===== config.mk =====
export PLATFORM = sky130hd
export DESIGN_NAME = spi_stream_master
export DESIGN_NICKNAME = d
export VERILOG_FILES = /design/src/rtl/spi_stream_master.sv
export SDC_FILE = /design/constraint.sdc
export NUM_CORES = 1
export LEC_CHECK = 0
export ABC_AREA = 1
export CORE_AREA = 5 5 79 81
export CTS_CLUSTER_DIAMETER = 150
export DETAILED_ROUTE_END_ITERATION = 6
export DIE_AREA = 0 0 84 86
export PLACE_DENSITY = 0.73
export SYNTH_ARGS = -nofsm -noshare
export SYNTH_HDL_FRONTEND = slang
export SYNTH_SLANG_ARGS = --single-unit
export TNS_END_PERCENT = 30

===== constraint.sdc =====
create_clock -name CLK -period 2 [get_ports CLK]
set_input_delay 0.3 -clock CLK [delete_from_list [all_inputs] [get_ports CLK]]
set_output_delay 0.3 -clock CLK [all_outputs]
set_load 0.01 [all_outputs]

===== src/rtl/spi_stream_master.sv =====
`default_nettype none
// ============================================================================
//  Module      : spi_stream_master
//  Description : SPI master shifter with valid/ready word streaming, four SPI
//                modes, software-owned slave selects and a half-period divider.
//  Revision    : 1.0  initial release
// ============================================================================
module spi_stream_master #(
    parameter int NSS       = 2,
    parameter int WIDTH     = 8,
    parameter int DIVW      = 4,
    parameter int MSB_FIRST = 1
) (
    input  logic             CLK,
    input  logic             RST,
    input  logic             cfg_wr,
    input  logic [NSS-1:0]   cfg_ss,
    input  logic             cfg_cpol,
    input  logic             cfg_cpha,
    input  logic [DIVW-1:0]  cfg_div,
    input  logic             tx_valid,
    input  logic [WIDTH-1:0] tx_data,
    output logic             tx_ready,
    output logic             rx_valid,
    output logic [WIDTH-1:0] rx_data,
    output logic             busy,
    output logic             SCK,
    output logic             MOSI,
    input  logic [NSS-1:0]   MISO,
    output logic [NSS-1:0]   nSS
);

    localparam int                 c_cnt_w = $clog2(WIDTH + 1);
    localparam logic [c_cnt_w-1:0] c_bits  = c_cnt_w'(WIDTH);
    localparam logic [c_cnt_w-1:0] c_one   = c_cnt_w'(1);

    typedef enum logic [1:0] {
        S_IDLE  = 2'd0,
        S_LEAD  = 2'd1,
        S_TRAIL = 2'd2,
        S_DONE  = 2'd3
    } state_t;

    state_t             r_state;
    logic [NSS-1:0]     r_ss;
    logic               r_cpol;
    logic               r_cpha;
    logic [DIVW-1:0]    r_div;
    logic [DIVW-1:0]    r_hdiv;
    logic [DIVW-1:0]    r_cnt;
    logic [c_cnt_w-1:0] r_bits;
    logic [WIDTH-1:0]   r_tx;
    logic [WIDTH-1:0]   r_rx;
    logic [WIDTH-1:0]   r_rx_data;
    logic               r_rx_valid;
    logic               r_busy;
    logic               r_tx_ready;
    logic               r_sck;
    logic               r_mosi;

    logic               w_cfg_take;
    logic               w_cpha_eff;
    logic [DIVW-1:0]    w_div_eff;
    logic               w_half;
    logic               w_last;
    logic               w_miso;
    logic               w_first_bit;
    logic [WIDTH-1:0]   w_load_shift;
    logic               w_out_bit;
    logic [WIDTH-1:0]   w_tx_shift;
    logic [WIDTH-1:0]   w_rx_next;

    // Config is only taken while no transfer is running; when it coincides
    // with an accept the new settings govern that very transfer.
    assign w_cfg_take = cfg_wr & ~r_busy;
    assign w_cpha_eff = w_cfg_take ? cfg_cpha : r_cpha;
    assign w_div_eff  = w_cfg_take ? cfg_div  : r_div;
    assign w_half     = (r_cnt == r_hdiv);
    assign w_last     = (r_bits == c_one);
    assign w_miso     = |(MISO & ~r_ss);

    generate
        if (MSB_FIRST != 0) begin : g_msb_first
            assign w_first_bit  = tx_data[WIDTH-1];
            assign w_load_shift = {tx_data[WIDTH-2:0], 1'b0};
            assign w_out_bit    = r_tx[WIDTH-1];
            assign w_tx_shift   = {r_tx[WIDTH-2:0], 1'b0};
            assign w_rx_next    = {r_rx[WIDTH-2:0], w_miso};
        end else begin : g_lsb_first
            assign w_first_bit  = tx_data[0];
            assign w_load_shift = {1'b0, tx_data[WIDTH-1:1]};
            assign w_out_bit    = r_tx[0];
            assign w_tx_shift   = {1'b0, r_tx[WIDTH-1:1]};
            assign w_rx_next    = {w_miso, r_rx[WIDTH-1:1]};
        end
    endgenerate

    always_ff @(posedge CLK) begin
        if (RST) begin
            r_state    <= S_IDLE;
            r_ss       <= '1;
            r_cpol     <= 1'b0;
            r_cpha     <= 1'b0;
            r_div      <= '0;
            r_hdiv     <= '0;
            r_cnt      <= '0;
            r_bits     <= '0;
            r_tx       <= '0;
            r_rx       <= '0;
            r_rx_data  <= '0;
            r_rx_valid <= 1'b0;
            r_busy     <= 1'b0;
            r_tx_ready <= 1'b1;
            r_sck      <= 1'b0;
            r_mosi     <= 1'b1;
        end else begin
            r_rx_valid <= 1'b0;
            if (w_cfg_take) begin
                r_ss   <= cfg_ss;
                r_cpol <= cfg_cpol;
                r_cpha <= cfg_cpha;
                r_div  <= cfg_div;
                r_sck  <= cfg_cpol;
            end
            case (r_state)
                S_IDLE, S_DONE: begin
                    if (tx_valid) begin
                        r_state    <= S_LEAD;
                        r_busy     <= 1'b1;
                        r_tx_ready <= 1'b0;
                        r_hdiv     <= w_div_eff;
                        r_cnt      <= '0;
                        r_bits     <= c_bits;
                        r_rx       <= '0;
                        // cpha=0 presents the first bit before the first edge
                        if (w_cpha_eff) begin
                            r_tx <= tx_data;
                        end else begin
                            r_mosi <= w_first_bit;
                            r_tx   <= w_load_shift;
                        end
                    end else begin
                        r_state <= S_IDLE;
                        r_mosi  <= 1'b1;
                    end
                end
                S_LEAD: begin
                    if (w_half) begin
                        r_cnt   <= '0;
                        r_sck   <= ~r_cpol;
                        r_state <= S_TRAIL;
                        if (r_cpha) begin
                            r_mosi <= w_out_bit;
                            r_tx   <= w_tx_shift;
                        end else begin
                            r_rx <= w_rx_next;
                        end
                    end else begin
                        r_cnt <= r_cnt + 1'b1;
                    end
                end
                S_TRAIL: begin
                    if (w_half) begin
                        r_cnt  <= '0;
                        r_sck  <= r_cpol;
                        r_bits <= r_bits - 1'b1;
                        if (r_cpha) begin
                            r_rx <= w_rx_next;
                        end else if (!w_last) begin
                            r_mosi <= w_out_bit;
                            r_tx   <= w_tx_shift;
                        end
                        if (w_last) begin
                            // cpha=1 takes its final sample on this very edge
                            r_state    <= S_DONE;
                            r_rx_data  <= r_cpha ? w_rx_next : r_rx;
                            r_rx_valid <= 1'b1;
                            r_busy     <= 1'b0;
                            r_tx_ready <= 1'b1;
                        end else begin
                            r_state <= S_LEAD;
                        end
                    end else begin
                        r_cnt <= r_cnt + 1'b1;
                    end
                end
                default: begin
                    r_state <= S_IDLE;
                end
            endcase
        end
    end

    assign tx_ready = r_tx_ready;
    assign rx_valid = r_rx_valid;
    assign rx_data  = r_rx_data;
    assign busy     = r_busy;
    assign SCK      = r_sck;
    assign MOSI     = r_mosi;
    assign nSS      = r_ss;

endmodule
`default_nettype wire


# --- Yosys cells after proc, flatten, opt, wreduce, memory -nomap -nowiden ---
# Index checks and enable logic that the tools add are counted.
op_classes:
  bitwise: 7
  multipliers: 0
  eq_ne: 14
  n_lt_le_gt_ge: 0
  n_div: 0
  n_shift: 0
  reduce_logical: 14
  n_mux: 48
  n_addsub: 2
op_table:
  columns: ["cell", "n"]
  rows:
  - ["8-bit 2-to-1 mux", 12]
  - ["8-bit one-hot mux with 3 select lines", 2]
  - ["4-bit 2-to-1 mux", 5]
  - ["1-bit 2-to-1 mux", 19]
  - ["2-bit != test, second input constant", 8]
  - ["4-bit one-hot mux with 2 select lines", 2]
  - ["6-bit AND reduction", 2]
  - ["4-bit AND reduction", 2]
  - ["2-bit 2-to-1 mux", 3]
  - ["1-bit one-hot mux with 2 select lines", 3]
  - ["2-bit one-hot mux with 3 select lines", 1]
  - ["3-bit AND reduction", 2]
  - ["2-bit OR reduction", 3]
  - ["4-bit by 1-bit adder with 4-bit output, second input constant", 1]
  - ["2-bit == test, second input constant", 2]
  - ["4-bit by 1-bit == test with 1-bit output, second input constant", 1]
  - ["4-bit == test", 1]
  - ["1-bit NOT", 4]
  - ["2-bit AND reduction", 2]
  - ["4-bit by 1-bit subtractor with 4-bit output, second input constant", 1]
  - ["3-bit != test, second input constant", 1]
  - ["1-bit one-hot mux with 3 select lines", 1]
  - ["3-bit OR reduction", 1]
  - ["2-bit AND", 1]
  - ["other kinds (5)", 5]
totals:
  output_inout_bits: 15
  latch_bits: 0
  romBits: 0
  ram_bits: 0
  reg_bits: 51
  memories: 0
  elab_cells: 101

# --- Depth between registers and ports, before layout ---
logic_depth:
  ltp_word: 6
  ltp_mapped: 11
  depth_no_buf: 10

# --- Least setup slack after synthesis ---
# OpenSTA, ideal clock, no wires.
synth_timing:
  kind: "flip-flop to flip-flop"
  from: "register r_state[0]"
  to: "register r_tx[1]"
  required_time_ps: 1887
  period_less_slack_ps: 1669
  slack_ps: 331
  stages_incl_launch_ff: 11
  arrival_ps: 1556
  setup_time_ps: 113
  cell_sequence: "dfxtp_1 > inv_1 > ha_1 > clkbuf_2 > nand2_1 > o21ai_0 > nor2_1 > nand2_4 > buf_6 > nor2_1 > nor2_1"
synth_via:
  elab_chain_cells: 4
  word_cells_on_any_way: 13
synth_rtl:
  columns: ["item", "line", "rtl"]
  rows:
  - ["start: declaration", "44", "state_t r_state;"]
  - ["start signal: assignment", "100", "r_state <= S_IDLE;"]
  - ["start signal: assignment", "128", "r_state <= S_LEAD;"]
  - ["start signal: assignment", "143", "r_state <= S_IDLE;"]
  - ["2-bit == test or 2-bit logical NOT (tied branches)", "125", "case (r_state)"]
  - ["2-bit OR reduction", "125", null]
  - ["2-bit != test (no line)", null, null]
  - ["6-bit AND reduction (no line)", null, null]
  - ["end signal: assignment", "137", "r_tx <= tx_data;"]
  - ["end signal: assignment", "140", "r_tx <= w_load_shift;"]
  - ["end signal: assignment", "154", "r_tx <= w_tx_shift;"]
  - ["end: declaration", "52", "logic [WIDTH-1:0] r_tx;"]
# Several ways; a longest one is shown, not always the timed one.
# A chain may end at the register's enable or synchronous reset.

# --- Worst setup path after layout ---
layout_timing:
  from: "register r_state[0]"
  to: "register r_rx[3]"
layout_via:
  elab_chain_cells: 4
  word_cells_on_any_way: 11
layout_rtl:
  columns: ["item", "line", "rtl"]
  rows:
  - ["2-bit == test or 2-bit logical NOT (tied branches)", "125", null]
  - ["2-bit OR reduction", "125", null]
  - ["2-bit != test (no line)", null, null]
  - ["4-bit AND reduction (no line)", null, null]
  - ["end signal: assignment", "156", "r_rx <= w_rx_next;"]
  - ["end signal: assignment", "168", "r_rx <= w_rx_next;"]
  - ["end: declaration", "53", "logic [WIDTH-1:0] r_rx;"]
# Several ways; a longest one is shown, not always the timed one.

==> flow_summary.toml <==
[place]
place.gp.congestion = 0.840
io_buffers = 36
dp_hpwl_mm = 4.43

[finish]
fin_util_pct = 59.7
drive_gt1_share_pct = 7.43
antenna_cells = 0
syn2layout_area_growth_pct = 22.1
nNetsFinal = 470

[timing]
setup_viol = 0
fmax_ghz = 0.550
period_minus_slack_ps = 1820
worstMarginPinSlew_ps = 568
relSlewSlack_pct = 62.0
finalMaxSlewViolations = 0
tns_ps = 0
skew_ps = 6.66
period_share_pct = 90.9
rsz0062_at_grt = "true"
hold_violations = 0

[global_routing]
antenna_found_initial = 0
grt_util_all_layers_pct = 17.3
grt_first_pass_wirelength_mm = 10.5
grt_pass1_vias = 2359
overflow = 0
grt_max_degree = 30

[setup_path]
worst-path-buf-inv = 1
crit_fanout = 8
path_cells = "inv_1, ha_1, nor2_1, a22oi_1, nand3_1, nand2_1, nor2_1"
r2r_setup_slack_ps = 180
cp_common_cell = "nor2_1"
worstRegToRegCells = 7
critPathTopFamily = "simple AND/OR/NAND/NOR gates"
cp-startpoint = "r_state[0]"
worstSetupEndpoint = "r_rx[3]"
path_depth = 7
crit-reg2reg-launch = "r_state[0]"
endpoint_kind = "flip-flop"
r2r-end = "r_rx[3]"
crit_type = "flip-flop to flip-flop"
start_kind = "flip-flop"
cp_slowest_cell = "nor2_1"
arrival_ps = 2060
slowest_delay_ps = 490
cp.required_ps = 2250

[synthesis]
ys_async_sr_fraction_pct = 0
synth.avg_cell_area_um2 = 6.58
synthTopCellsByArea = "dfxtp_1 (39%), nand2_1 (18%), inv_1 (7.0%), nor2_1 (6.8%), nand3_1 (6.6%)"
synth_edf_count = 0
yosysTopAreaCellShare_pct = 38.6
synth_cells = 402
synth.distinct_cells = 29
synthesis.nets = 429
synth_seq_area_share_pct = 38.6
synthFlopType = "dfxtp_1"
syn_area_um2 = 2640
synth_top_area_cell = "dfxtp_1"
synth.ff_latch_count = 51
yosys_warnings = 0

[floorplanning]
core_um2 = 5410
io_pins = 37
dieArea_um2 = 7220
row_count = 27
start_util_pct = 48.9
fp.dieW_um = 84
die_height_um = 86

[clock_network]
path_clk_slew_ps = 90
clockBufferDepth = 2
clk_latency_ps = 300
cts_buffers = 5
cts_setup_buffers = 0
cts_sinks = 51
cts_hold_buf = 0
h-tree-depth = 2
tritoncts = "done"
root_buffer = "clkbuf_8"
cts.repair.resized = 0

[flow_run]
drv_cap = 0

[power_and_ir_drop]
vdd_drop_max_mv = 0.542
leakage_nw = 1.50
powerDensity_nw_per_um2 = 893

[drt]
wl_per_cell_um = 11.6
routed_wl_mm = 5.96
vias_per_cell = 4.93
drt_iter0_drc = 184
vias = 2544
drc = 0
drt-pass1-iter-count = 4
ant_nets = 0

[outcome]
status = "finished clean"

[min_path]
hp-class = "flip-flop to flip-flop"
-- cell families (layout without fill, tap and decap cells) --
family,Yosys count,after routing,share of synthesized area (%)
adder cells (fa/ha/maj),5,5,2.37
buffers and inverters,67,109,10.3
XOR/XNOR,2,2,0.663
AO/OA/AOI/OAI,51,51,11.8
flip-flops,51,51,38.6
AND/OR/NAND/NOR,222,222,34.7
multiplexers,4,4,1.51
-- through the flow --
step	cells	hold slack, ps	total power, mW	setup slack [ps]	cell area, um2
floorplan	402	369	1.91	331	2640
global placement	508	449	2.14	255	3110
detailed placement	508	449	2.16	210	3110
CTS	516	465	2.89	213	3230
global route	516	488	3.10	-3.52	3230
finish	516	461	2.88	183	3230
-- sequential cells by signal, indices dropped and copies added, names as in the netlist, 2 cells and up --
signal,count
r_bits,4
r_hdiv,4
rx_data,8
r_tx,8
nSS,2
r_div,4
r_cnt,4
r_state,2
r_rx,8
-- worst reg2reg max path, delay by kind of cell (launching register included) --
family | cells | cell delay [ps]
AO/OA/AOI/OAI | 1 | 190
adder cells (fa/ha/maj) | 1 | 380
buffers and inverters | 1 | 50
flip-flops | 1 | 370
AND/OR/NAND/NOR | 4 | 770
-- synthesized netlist by cell type, types with 4 or more instances --
cell type / count
a21oi_1: 21
a22oi_1: 8
clkbuf_1: 7
dfxtp_1: 51
ha_1: 5
inv_1: 49
mux2i_1: 4
nand2_1: 125
nand3_1: 35
nand4_1: 6
nor2_1: 48
o211ai_1: 7
o21ai_0: 12
-- cell type report --
type                       count  area [um2]
fill                         517        2180
multi-input combinational    284        1350
sequential                    51        1020
timing repair buffer          48         450
inverter                      53         199
tap                           72        90.1
clock buffer                   6        82.6
clock inverter                 2        35.0
-- routing by layer --
| metal | global-route usage (%) | routed length (um) | vias up |
|---|---|---|---|
| met5 | 0 | 0 | - |
| met4 | 2.63 | 40 | 0 |
| met3 | 3.55 | 269 | 4 |
| met1 | 22.3 | 2890 | 1133 |
| li1 | - | - | 1355 |
| met2 | 30.6 | 2760 | 52 |
-- how the worst min path moves through the flow --
stage,startpoint,endpoint,depth (start not counted)
2_1_floorplan,RST,r_bits[0],1
3_3_place_gp,rx_data[3],rx_data[3],2
3_5_place_dp,MOSI,MOSI,2
4_1_cts,rx_data[3],rx_data[3],2
5_1_grt,rx_data[1],rx_data[1],2
6_report,rx_data[3],rx_data[3],2
-- placed cells by master, fill, tap and decap left out, drive strengths merged, types with 2 or more instances in the layout --
cell type        n
ha               5
nand4            6
inv             52
nor2            50
nand2          128
or2              2
clkbuf           6
clkdlybuf4s50   36
clkinv           2
buf             12
nand3           35
o21ai           14
mux2i            4
xor2             2
o211ai           7
a22oi            8
dfxtp           51
a21oi           22
-- power by group --
group,total [mW],internal (mW),switching [mW]
Sequential,1.24,1.15,0.0897
Combinational,0.911,0.359,0.551
Clock,0.738,0.405,0.333
No activity file was read; power rests on OpenSTA's default activity.
